<file path="config.mk">
export PLATFORM = sky130hd
export DESIGN_NAME = wrap_event_monitor_flat
export DESIGN_NICKNAME = d
export VERILOG_FILES = /design/src/rtl/wrap_event_monitor_if.sv /design/src/rtl/wrap_event_monitor.sv /design/src/flat_wrapper.sv
export SDC_FILE = /design/constraint.sdc
export NUM_CORES = 1
export LEC_CHECK = 0
export ABC_AREA = 1
export CAP_MARGIN = 25
export CORE_MARGIN = 1.5
export CORE_UTILIZATION = 58
export CTS_BUF_LIST = sky130_fd_sc_hd__clkbuf_8
export CTS_CLUSTER_SIZE = 12
export DETAILED_ROUTE_END_ITERATION = 16
export GPL_TIMING_DRIVEN = 0
export PLACE_DENSITY = 0.85
export SYNTH_ARGS = -nofsm -noshare
export SYNTH_HDL_FRONTEND = slang
export SYNTH_SLANG_ARGS = --single-unit
</file>
<file path="constraint.sdc">
create_clock -name clk -period 3.7 [get_ports clk]
set_input_delay 0.74 -clock clk [delete_from_list [all_inputs] [get_ports clk]]
set_output_delay 0.74 -clock clk [all_outputs]
set_load 0.05 [all_outputs]
</file>
<file path="src/rtl/wrap_event_monitor_if.sv">
// Bus bundle between the counter-side driver and the wrap event monitor.
// The master drives the count stream and handshake requests; the slave reports status.
interface wrap_event_monitor_if #(
  parameter int WRAP_W = 8
);
  logic [3:0]        cnt_in;
  logic              cnt_valid;
  logic              start;
  logic              ack;
  logic [WRAP_W-1:0] wraps;
  logic              err_jump;
  logic              busy;
  logic              done;

  modport master (
    output cnt_in, cnt_valid, start, ack,
    input  wraps, err_jump, busy, done
  );

  modport slave (
    input  cnt_in, cnt_valid, start, ack,
    output wraps, err_jump, busy, done
  );
endinterface

</file>
<file path="src/rtl/wrap_event_monitor.sv">
// Watches a 4-bit binary count stream, tallies 15->0 wraps, flags illegal jumps,
// and raises done once TARGET wraps have been seen in a run.
module wrap_event_monitor #(
  parameter int WRAP_W = 8,
  parameter int TARGET = 3
) (
  input  logic                 clk,
  input  logic                 reset,
  wrap_event_monitor_if.slave  bus
);

  typedef enum logic [1:0] {
    S_IDLE = 2'd0,
    S_ARM  = 2'd1,
    S_RUN  = 2'd2,
    S_DONE = 2'd3
  } state_t;

  localparam logic [WRAP_W-1:0] TARGET_W = WRAP_W'(TARGET);

  state_t            state_q, state_d;
  logic [3:0]        prev_q, prev_d;
  logic [WRAP_W-1:0] wraps_q, wraps_d;
  logic              err_q, err_d;
  logic              busy_q, busy_d;
  logic              done_q, done_d;
  logic [3:0]        prev_inc;

  // Saturating increment of the wrap tally.
  function automatic logic [WRAP_W-1:0] sat_inc(input logic [WRAP_W-1:0] val);
    if (&val) begin
      return val;
    end
    return val + 1'b1;
  endfunction

  assign prev_inc = prev_q + 4'd1;

  always_comb begin
    state_d = state_q;
    prev_d  = prev_q;
    wraps_d = wraps_q;
    err_d   = err_q;

    case (state_q)
      S_IDLE: begin
        if (bus.start) begin
          state_d = S_ARM;
          wraps_d = '0;
          err_d   = 1'b0;
        end
      end

      S_ARM: begin
        if (bus.cnt_valid) begin
          prev_d  = bus.cnt_in;
          state_d = S_RUN;
        end
      end

      S_RUN: begin
        if (bus.cnt_valid) begin
          prev_d = bus.cnt_in;
          if (bus.cnt_in == prev_q) begin
            prev_d = prev_q;
          end else if ((prev_q != 4'd15) && (bus.cnt_in == prev_inc)) begin
            prev_d = bus.cnt_in;
          end else if ((prev_q == 4'd15) && (bus.cnt_in == 4'd0)) begin
            // Wrap takes priority; completion is judged on the post-increment tally.
            wraps_d = sat_inc(wraps_q);
            if (wraps_d == TARGET_W) begin
              state_d = S_DONE;
            end
          end else begin
            err_d = 1'b1;
          end
        end
      end

      S_DONE: begin
        if (bus.ack) begin
          state_d = S_IDLE;
        end
      end

      default: begin
        state_d = S_IDLE;
      end
    endcase

    busy_d = (state_d == S_ARM) || (state_d == S_RUN);
    done_d = (state_d == S_DONE);
  end

  always_ff @(posedge clk or negedge reset) begin
    if (!reset) begin
      state_q <= S_IDLE;
      prev_q  <= '0;
      wraps_q <= '0;
      err_q   <= 1'b0;
      busy_q  <= 1'b0;
      done_q  <= 1'b0;
    end else begin
      state_q <= state_d;
      prev_q  <= prev_d;
      wraps_q <= wraps_d;
      err_q   <= err_d;
      busy_q  <= busy_d;
      done_q  <= done_d;
    end
  end

  assign bus.wraps    = wraps_q;
  assign bus.err_jump = err_q;
  assign bus.busy     = busy_q;
  assign bus.done     = done_q;

endmodule

</file>
<file path="src/flat_wrapper.sv">
// flat-port wrapper written by rule: the top's interface ports become plain ports
module wrap_event_monitor_flat 
#(
  parameter int WRAP_W = 8,
  parameter int TARGET = 3
)
  (clk, reset, bus_cnt_in, bus_cnt_valid, bus_start, bus_ack, bus_wraps, bus_err_jump, bus_busy, bus_done);
  wrap_event_monitor_if #(.WRAP_W(WRAP_W)) bus_i ();
  input  logic clk;
  input  logic reset;
  input wire logic [$bits(bus_i.cnt_in)-1:0] bus_cnt_in;
  input wire logic [$bits(bus_i.cnt_valid)-1:0] bus_cnt_valid;
  input wire logic [$bits(bus_i.start)-1:0] bus_start;
  input wire logic [$bits(bus_i.ack)-1:0] bus_ack;
  output wire logic [$bits(bus_i.wraps)-1:0] bus_wraps;
  output wire logic [$bits(bus_i.err_jump)-1:0] bus_err_jump;
  output wire logic [$bits(bus_i.busy)-1:0] bus_busy;
  output wire logic [$bits(bus_i.done)-1:0] bus_done;
  assign bus_i.cnt_in = bus_cnt_in;
  assign bus_i.cnt_valid = bus_cnt_valid;
  assign bus_i.start = bus_start;
  assign bus_i.ack = bus_ack;
  assign bus_wraps = bus_i.wraps;
  assign bus_err_jump = bus_i.err_jump;
  assign bus_busy = bus_i.busy;
  assign bus_done = bus_i.done;
  wrap_event_monitor #(.WRAP_W(WRAP_W), .TARGET(TARGET)) u_core (.clk(clk), .reset(reset), .bus(bus_i));
endmodule
</file>
Word-level counts from Yosys, hierarchy flattened
Index checks and enable logic that the tools add are counted.
{"block": "classes", "n_addsub": 2, "n_mul": 0, "div_mod_pow": 0, "magnitude_cmp": 0, "eq_ne": 18, "shifts": 0, "muxes": 38, "bitwise": 0, "n_reduce_logical": 11}
{"operator": "2-to-1 mux 8 bit", "n": 12}
{"operator": "2-to-1 mux 2 bit", "n": 8}
{"operator": "one-hot mux 8 bit (2 select lines)", "n": 1}
{"operator": "2-to-1 mux 4 bit", "n": 3}
{"operator": "!= test 2 bit, second input constant", "n": 6}
{"operator": "AND reduction 6 bit", "n": 2}
{"operator": "2-to-1 mux 1 bit", "n": 11}
{"operator": "adder 8 x 1 -> 8 bit, second input constant", "n": 1}
{"operator": "equality test 2 bit, second input constant", "n": 4}
{"operator": "equality test 4 bit", "n": 2}
{"operator": "equality test 8 x 2 -> 1 bit, second input constant", "n": 1}
{"operator": "one-hot mux 2 bit (4 select lines)", "n": 1}
{"operator": "one-hot mux 4 bit (2 select lines)", "n": 1}
{"operator": "AND reduction 8 bit", "n": 1}
{"operator": "adder 4 x 1 -> 4 bit, second input constant", "n": 1}
{"operator": "equality test 2 x 1 -> 1 bit, second input constant", "n": 2}
{"operator": "equality test 4 bit, second input constant", "n": 1}
{"operator": "logical NOT 4 bit", "n": 1}
{"operator": "!= test 4 bit, second input constant", "n": 1}
{"operator": "AND reduction 4 bit", "n": 1}
{"operator": "nonzero test 2 bit", "n": 2}
{"operator": "logical AND 1 bit", "n": 2}
{"operator": "logical NOT 2 bit", "n": 1}
{"operator": "!= test 2 x 1 -> 1 bit, second input constant", "n": 1}
{"operator": "other kinds (2)", "n": 2}
{"block": "totals", "regBits": 17, "latch_bits": 0, "ram_bits": 0, "romBits": 0, "input_bits": 9, "output_inout_bits": 11, "mem_count": 0}

Longest topological paths before layout
Gate-level depths: netlist (run 1).
{"block": "depth", "word_depth": 22, "depth_mapped": 11, "depth_no_buf": 11}

Worst setup path before layout (run 1)
Ideal clock, no wire load.
{"block": "synth_path", "path_type": "register -> register", "startpoint": "reg u_core.wraps_q[0] (netlist: u_core.bus.wraps[0])", "endpoint": "reg u_core.busy_q (netlist: u_core.bus.busy)", "arrival_ns": 1.944, "required_time_ns": 3.574, "path_slack_ns": 1.630, "path_stages_with_launch": 12, "path_buffers": 0, "period_less_slack_ns": 2.070, "cell_sequence": "dfrtp_1 ha_1 nand3_2 nor2_1 nand2_1 nand2_1 nand2_1 nand3_1 nor2_1 nor2_1 nor2_1 ha_1"}
{"block": "synth_between", "elab_chain_len": 22, "elab_cells_between_ends": 25}
{"element": "from (decl)", "line": "wrap_event_monitor.sv:23", "source": "logic [WRAP_W-1:0] wraps_q, wraps_d;"}
{"element": "from (signal assigned)", "line": "wrap_event_monitor.sv:106", "source": "wraps_q <= wraps_d;"}
{"element": "AND reduction 8 bit", "line": "wrap_event_monitor.sv:31", "source": "if (&val) begin"}
{"element": "2-to-1 mux 1 bit", "line": "wrap_event_monitor.sv:31"}
{"element": "2-to-1 mux 1 bit", "line": "wrap_event_monitor.sv:68", "source": "end else if ((prev_q == 4'd15) && (bus.cnt_in == 4'd0)) begin"}
{"element": "2-to-1 mux 1 bit", "line": "wrap_event_monitor.sv:66", "source": "end else if ((prev_q != 4'd15) && (bus.cnt_in == prev_inc)) begin"}
{"element": "2-to-1 mux 1 bit", "line": "wrap_event_monitor.sv:64", "source": "if (bus.cnt_in == prev_q) begin"}
{"element": "2-to-1 mux 1 bit", "line": "wrap_event_monitor.sv:62", "source": "if (bus.cnt_valid) begin"}
{"element": "2-to-1 mux 1 bit", "line": "wrap_event_monitor.sv:45", "source": "case (state_q)"}
{"element": "2-to-1 mux 8 bit (*)", "line": "wrap_event_monitor.sv:34", "source": "return val + 1'b1;"}
{"element": "(+7 left out)"}
{"element": "2-to-1 mux 2 bit (*)", "line": "wrap_event_monitor.sv:68"}
{"element": "2-to-1 mux 2 bit (*)", "line": "wrap_event_monitor.sv:66"}
{"element": "2-to-1 mux 2 bit (*)", "line": "wrap_event_monitor.sv:64"}
{"element": "2-to-1 mux 2 bit (*)", "line": "wrap_event_monitor.sv:62"}
{"element": "one-hot mux 2 bit (4 select lines) (*)", "line": "wrap_event_monitor.sv:45"}
{"element": "equality test 2 x 1 -> 1 bit / equality test 2 bit (equally long branches)", "line": "wrap_event_monitor.sv:91", "source": "busy_d = (state_d == S_ARM) || (state_d == S_RUN);"}
{"element": "logical OR 1 bit (*)", "line": "wrap_event_monitor.sv:91"}
{"element": "via u_core.busy_d", "line": "wrap_event_monitor.sv:25", "source": "logic busy_q, busy_d;"}
{"element": "to (signal assigned)", "line": "wrap_event_monitor.sv:108", "source": "busy_q <= busy_d;"}
{"element": "to (decl)", "line": "wrap_event_monitor.sv:25"}
Mark *: on every way through the listed nets, which the timed path passes. The rest lies on a longest branch. The select of a mux whose other input is x is not followed.
A chain may end at the register's enable or synchronous reset.

Final worst setup path (run 1)
{"block": "layout_path", "startpoint": "reg u_core.wraps_q[2] (netlist: u_core.bus.wraps[2])", "endpoint": "out bus_wraps[2]"}
{"element": "to (decl)", "line": "flat_wrapper.sv:15", "source": "output wire logic [$bits(bus_i.wraps)-1:0] bus_wraps;"}
No word-level cell between the ends.

==> results of run 1 <==
## cell families after synthesis
kind of cell	share of synthesized area, %
AND/OR/NAND/NOR	36.8
buffers and inverters	7.96
flip-flops	37.6
AO/OA/AOI/OAI	8.08
XOR/XNOR	6.19
adder cells (fa/ha/maj)	3.32
## metal layers
metal | track usage, % | share of wire (%)
met5 | 0 | 0
met3 | 4.62 | 4.7
met4 | 8.33 | 1.4
met2 | 37.3 | 44
met1 | 36.5 | 49
## power by group through the flow
stage               clock (mW)  sequential (mW)  combinational (mW)
floorplan                    0            0.375               0.244
global placement             0            0.306               0.414
global route             0.153            0.317               0.481
CTS                      0.146            0.308               0.432
detailed placement           0            0.310               0.429
finish                   0.143            0.309               0.431
## flip-flops by register name (all words and copies together), names as in the netlist
signal               cells
u_core.bus.err_jump      1
u_core.state_q           2
u_core.bus.wraps         8
u_core.bus.done          1
u_core.prev_q            4
u_core.bus.busy          1
## final cells by class
| class | instances | area, sq um | area share (%) |
|---|---|---|---|
| Multi-Input combinational cell | 120 | 616 | 44.0 |
| Sequential cell | 17 | 425 | 30.4 |
| Tap cell | 25 | 31.3 | 2.24 |
| Timing Repair Buffer | 19 | 190 | 13.6 |
| Buffer | 1 | 11.3 | 0.805 |
| Inverter | 21 | 78.8 | 5.64 |
| Clock inverter | 1 | 5.00 | 0.358 |
| Clock buffer | 3 | 41.3 | 2.95 |
## cell usage after synthesis (all sizes together)
master / instances
nand2: 45
nand3: 22
nor2: 22
inv: 21
dfrtp: 17
o21ai: 8
xnor2: 4
xor2: 4
ha: 3
o31ai: 3
a21oi: 2
nand4: 2
nor3: 2
a21boi: 1
buf: 1
nand3b: 1
o21bai: 1
## layout by cell type, fill, tap and decap left out, drive strengths merged
cell type,n
a21boi,1
a21oi,2
buf,1
clkbuf,3
clkdlybuf4s50,19
clkinv,1
dfrtp,17
ha,3
inv,21
nand2,45
nand3,22
nand3b,1
nand4,2
nor2,22
nor3,2
o21ai,8
o21bai,1
o31ai,3
xnor2,4
xor2,4
## worst max path at each step
stage | to | slack (ns)
floorplan | u_core.bus.busy | 1.63
global placement | u_core.bus.busy | 1.22
finish | bus_wraps[2] | 1.36
global route | u_core.bus.busy | 1.28
detailed placement | u_core.bus.busy | 1.15
CTS | bus_wraps[2] | 1.35
## per-stage QoR
step / cell area [sq um] / util, % / setup WS (ns)
4_1_cts: 1400 / 78.5 / 1.35
5_1_grt: 1400 / 78.5 / 1.28
6_report: 1400 / 78.5 / 1.36
3_3_place_gp: 1350 / 75.9 / 1.22
2_1_floorplan: 1130 / - / 1.63
3_5_place_dp: 1350 / 75.9 / 1.15
==> results.json, run 1 <==
{
  "finalHoldViolations": 0,
  "crit_type": "reg2out",
  "drt_iter0_drc": 38,
  "cts_tree": "done",
  "die_h_um": 47.2,
  "peakVddDrop_mv": 0.573,
  "tightest_slew_ns": 0.761,
  "sw_frac_of_total_pct": 46.1,
  "routedWlPerCell_um": 12.1,
  "crit_cells": 1,
  "seq_area_frac_synth_pct": 37.6,
  "grt_max_degree": 18,
  "overflow": 0,
  "maxCapViolations": 0,
  "grt_pass1_wl_um": 3790,
  "outcome": "completed",
  "critPathRequiredTime_ns": 2.96,
  "regToRegEndpoint": "u_core.bus.busy",
  "setup_viol": 0,
  "maxSlewViolCount": 0,
  "h-tree-depth": 1,
  "grt_use_total_pct": 25.0,
  "clk-insertion-delay-late_ns": 0.26,
  "cts_buffers": 3,
  "fin_cells": 207,
  "intPower_mw": 0.476,
  "grt_antenna_before_repair": 0,
  "place_congestion": 0.880,
  "yosysWarningCount": 0,
  "syn2layout_area_growth_pct": 23.7,
  "hp-class": "reg2reg",
  "arrival_ns": 1.61,
  "dp_cells": 203,
  "avgSynthCellArea_sq_um": 7.11,
  "syn-cell-area_sq_mm": 0.00113,
  "drc_errors": 0,
  "postRouteAntennaNets": 0,
  "cp_max_fo": 7,
  "min_to": "u_core.bus.err_jump",
  "netlist_instances": 159,
  "crit_path_start_kind": "flop",
  "start_util_pct": 63.4,
  "p_seq_share_pct": 35.0,
  "clkPwrFrac_pct": 16.2,
  "drive_gt1_share_pct": 7.14,
  "switchingPower_mw": 0.407,
  "fin_nets": 195,
  "slowest_delay_ns": 0.86,
  "hold_path.startpoint": "u_core.bus.err_jump",
  "fillCellCount": 137,
  "ys_ff_latch": 17,
  "crit_slowest_cell": "clkdlybuf4s50_1",
  "placement.io_buffers": 19,
  "core_sq_mm": 0.00178,
  "p_leak_nw": 0.673,
  "ys_types": 22,
  "via_per_inst": 5.26,
  "clock_sinks": 17,
  "holdBufCountCts": 0,
  "regToRegSetupSlack_ns": 1.73,
  "critPathBufInv": 1,
  "vias": 1088,
  "cts_buffer_depth": 2,
  "holdWs_ns": 0.543,
  "drt_first_pass_iters": 4,
  "pwr_density_cell_mw_per_mm2": 631,
  "min_period_ns": 2.35,
  "path_clk_slew_ns": 0.07,
  "syn-num-nets": 171,
  "rsz0062_at_grt": "false",
  "power_mw": 0.883,
  "crit_start": "u_core.bus.wraps[2]",
  "hold_depth": 2,
  "yosys.area.top_type": "dfrtp_1",
  "period_share_pct": 63.4,
  "cts_resized": 0,
  "wirelength_um": 2500,
  "setup_tns_ns": 0,
  "worstPathCellList": "clkdlybuf4s50_1",
  "max-slew-margin-rel_pct": 49.1,
  "skew_ns": 0.00437,
  "end_kind": "output pin",
  "r2r_start": "u_core.bus.wraps[0]",
  "post_cts_buffers": 0,
  "dp.final_hpwl_um": 1950,
  "fmax_mhz": 426,
  "die_w_um": 47.2,
  "root_buffer": "clkbuf_8",
  "p_comb_share_pct": 48.8,
  "crit_family": "buffers and inverters",
  "diodes": 0,
  "die-area_sq_mm": 0.00222,
  "grt_pass1_vias": 852,
  "ff2ff_path_depth": 11,
  "synth.area.top_cells": "dfrtp_1, nand2_1, nand3_1",
  "rows": 15,
  "synth_top_area_share_pct": 37.6,
  "ios": 20
}
Power figures use the tool's default switching activity.
==> run 2, diff against run 1 <==
CORE_UTILIZATION = 49   (was 58)
PLACE_DENSITY = 0.76   (was 0.85)
clock period = 2 ns   (was 3.7 ns; I/O delays follow)
==> run 2 against run 1 <==
Combinational power increased by 89%. First-iteration DRC count decreased by 7.9%. Worst setup slack got worse by 1.2 ns. Clock power increased by 74%. Sequential power increased by 83%. Die area increased by 17%. Sequential cell count unchanged. Final cell count increased by 1.9%. Register-to-register slack got worse by 1.6 ns. Via count increased by 1.0%.
==> results.json, run 2 (synthesis results as in run 1) <==
{
  "max-slew-margin-rel_pct": 49.4,
  "slowest_delay_ns": 0.82,
  "ff2ff_path_depth": 11,
  "crit_slowest_cell": "clkdlybuf4s50_1",
  "min_period_ns": 1.89,
  "rows": 17,
  "fillCellCount": 194,
  "mostFrequentLayoutCells": "nand2_1, inv_1, nand3_1",
  "routedWlPerCell_um": 11.9,
  "p_seq_share_pct": 34.7,
  "drc_errors": 0,
  "p_comb_share_pct": 50.0,
  "tightest_slew_ns": 0.756,
  "crit_cells": 1,
  "cts_tree": "done",
  "die-area_sq_mm": 0.00261,
  "die_w_um": 51.0,
  "outcome": "completed",
  "grt_max_degree": 18,
  "dp.final_hpwl_um": 1920,
  "diodes": 0,
  "crit_family": "buffers and inverters",
  "sw_frac_of_total_pct": 45.6,
  "regArea_sq_um": 428,
  "ios": 20,
  "fin_cells": 211,
  "regToRegSetupSlack_ns": 0.12,
  "crit_start": "u_core.bus.wraps[0]",
  "root_buffer": "clkbuf_8",
  "arrival_ns": 1.49,
  "drt_iter0_drc": 35,
  "fin_nets": 196,
  "start_util_pct": 51.6,
  "die_h_um": 51.0,
  "finalHoldViolations": 0,
  "vias": 1099,
  "overflow": 0,
  "grt_antenna_before_repair": 0,
  "r2r_start": "u_core.bus.wraps[0]",
  "rsz0062_at_grt": "true",
  "period_share_pct": 94.7,
  "crit_path_start_kind": "flop",
  "peakVddDrop_mv": 0.852,
  "maxCapViolations": 0,
  "final_common_cell": "nand2_1",
  "clkPwrFrac_pct": 15.3,
  "cts_buffer_depth": 2,
  "setup_viol": 0,
  "multi_input_area_sq_um": 633,
  "crit_path_end": "bus_wraps[0]",
  "skew_ns": 0.00196,
  "placement.io_buffers": 19,
  "core_sq_mm": 0.00219,
  "maxSlewViolCount": 0,
  "regToRegEndpoint": "u_core.bus.busy",
  "cts_buffers": 3,
  "postRouteAntennaNets": 0,
  "holdBufCountCts": 0,
  "clock_sinks": 17,
  "h-tree-depth": 1,
  "end_kind": "output pin",
  "place_congestion": 0.906,
  "grt_pass1_vias": 1019,
  "syn2layout_area_growth_pct": 27.2,
  "intPower_mw": 0.887,
  "critPathBufInv": 1,
  "critPathRequiredTime_ns": 1.60,
  "grt_use_total_pct": 21.1,
  "crit_type": "reg2out",
  "power_mw": 1.63,
  "switchingPower_mw": 0.744,
  "clk-insertion-delay-late_ns": 0.25,
  "largest_reg_flops": 8,
  "worstPathCellList": "clkdlybuf4s50_1",
  "via_per_inst": 5.21,
  "cp_max_fo": 7,
  "p_leak_nw": 0.730,
  "drt_first_pass_iters": 4,
  "grt_pass1_wl_um": 4180,
  "path_clk_slew_ns": 0.06,
  "fmax_mhz": 528,
  "drive_gt1_share_pct": 11.5,
  "wirelength_um": 2520,
  "pwr_density_cell_mw_per_mm2": 1130,
  "dp_cells": 206,
  "hp-class": "in2reg"
}
## run 2: changes by cell type in the layout (fill, tap and decap cells not counted), moves of 2 or more
cell,change
dfrtp_2,+2
nor2_2,+2
dlymetal6s2s_1,+4
clkdlybuf4s50_1,-4
nor2_1,-3
dfrtp_1,-2
## run 2: area by class of cell
cell class,instances,area share (%)
buffer,1,0.783
clock buffer,3,2.87
clock inverter,1,0.261
inverter,21,5.48
multi-input combinational,120,44.0
sequential,17,29.7
tap,28,2.43
timing repair buffer,20,14.4
## run 2: power by group through the flow
stage               clock network [mW]  registers, mW  logic (mW)
floorplan                            0          0.697       0.451
global placement                     0          0.569       0.779
detailed placement                   0          0.571       0.799
CTS                              0.259          0.565       0.804
global route                     0.267          0.579       0.912
finish                           0.249          0.567       0.816
## run 2: worst min-delay path by stage
stage	slack [ns]	depth (start not counted)	startpoint	end
6_report	0.49	3	bus_cnt_in[1]	u_core.prev_q[1]
5_1_grt	0.50	3	bus_cnt_in[2]	u_core.prev_q[2]
4_1_cts	0.55	2	u_core.bus.err_jump	u_core.bus.err_jump
3_5_place_dp	0.54	2	u_core.bus.err_jump	u_core.bus.err_jump
3_3_place_gp	0.54	2	u_core.bus.err_jump	u_core.bus.err_jump
2_1_floorplan	0.10	0	reset	u_core.bus.busy
## run 2: what timing repair did
action / CTS / global route
setup endpoints to repair: 0 / 4
gates resized for setup: 0 / 11
buffers inserted: 0 / 1
## run 2: routing by layer
layer  part of all wire (%)  routed length [um]  GRT usage [%]  vias up
met4                   0.91                  23           5.86        0
li1                       -                   -              -      558
met3                    4.2                 105           2.63        4
met5                      0                   0              0        -
met2                     49                1240           37.2       37
met1                     46                1150           27.1      500
## run 2: through the flow
stage | util, % | setup WS [ns] | setup TNS (ns) | hold slack, ns | cell area, sq um
after global routing | 65.7 | -0.0300 | -0.0300 | 0.503 | 1440
after floorplan | - | 0.114 | 0 | 0.104 | 1130
after detailed placement | 62.0 | -0.168 | -0.197 | 0.537 | 1360
after CTS | 64.1 | 0.0187 | 0 | 0.553 | 1400
after global placement | 62.0 | -0.156 | -0.168 | 0.540 | 1360
final | 65.7 | 0.106 | 0 | 0.487 | 1440
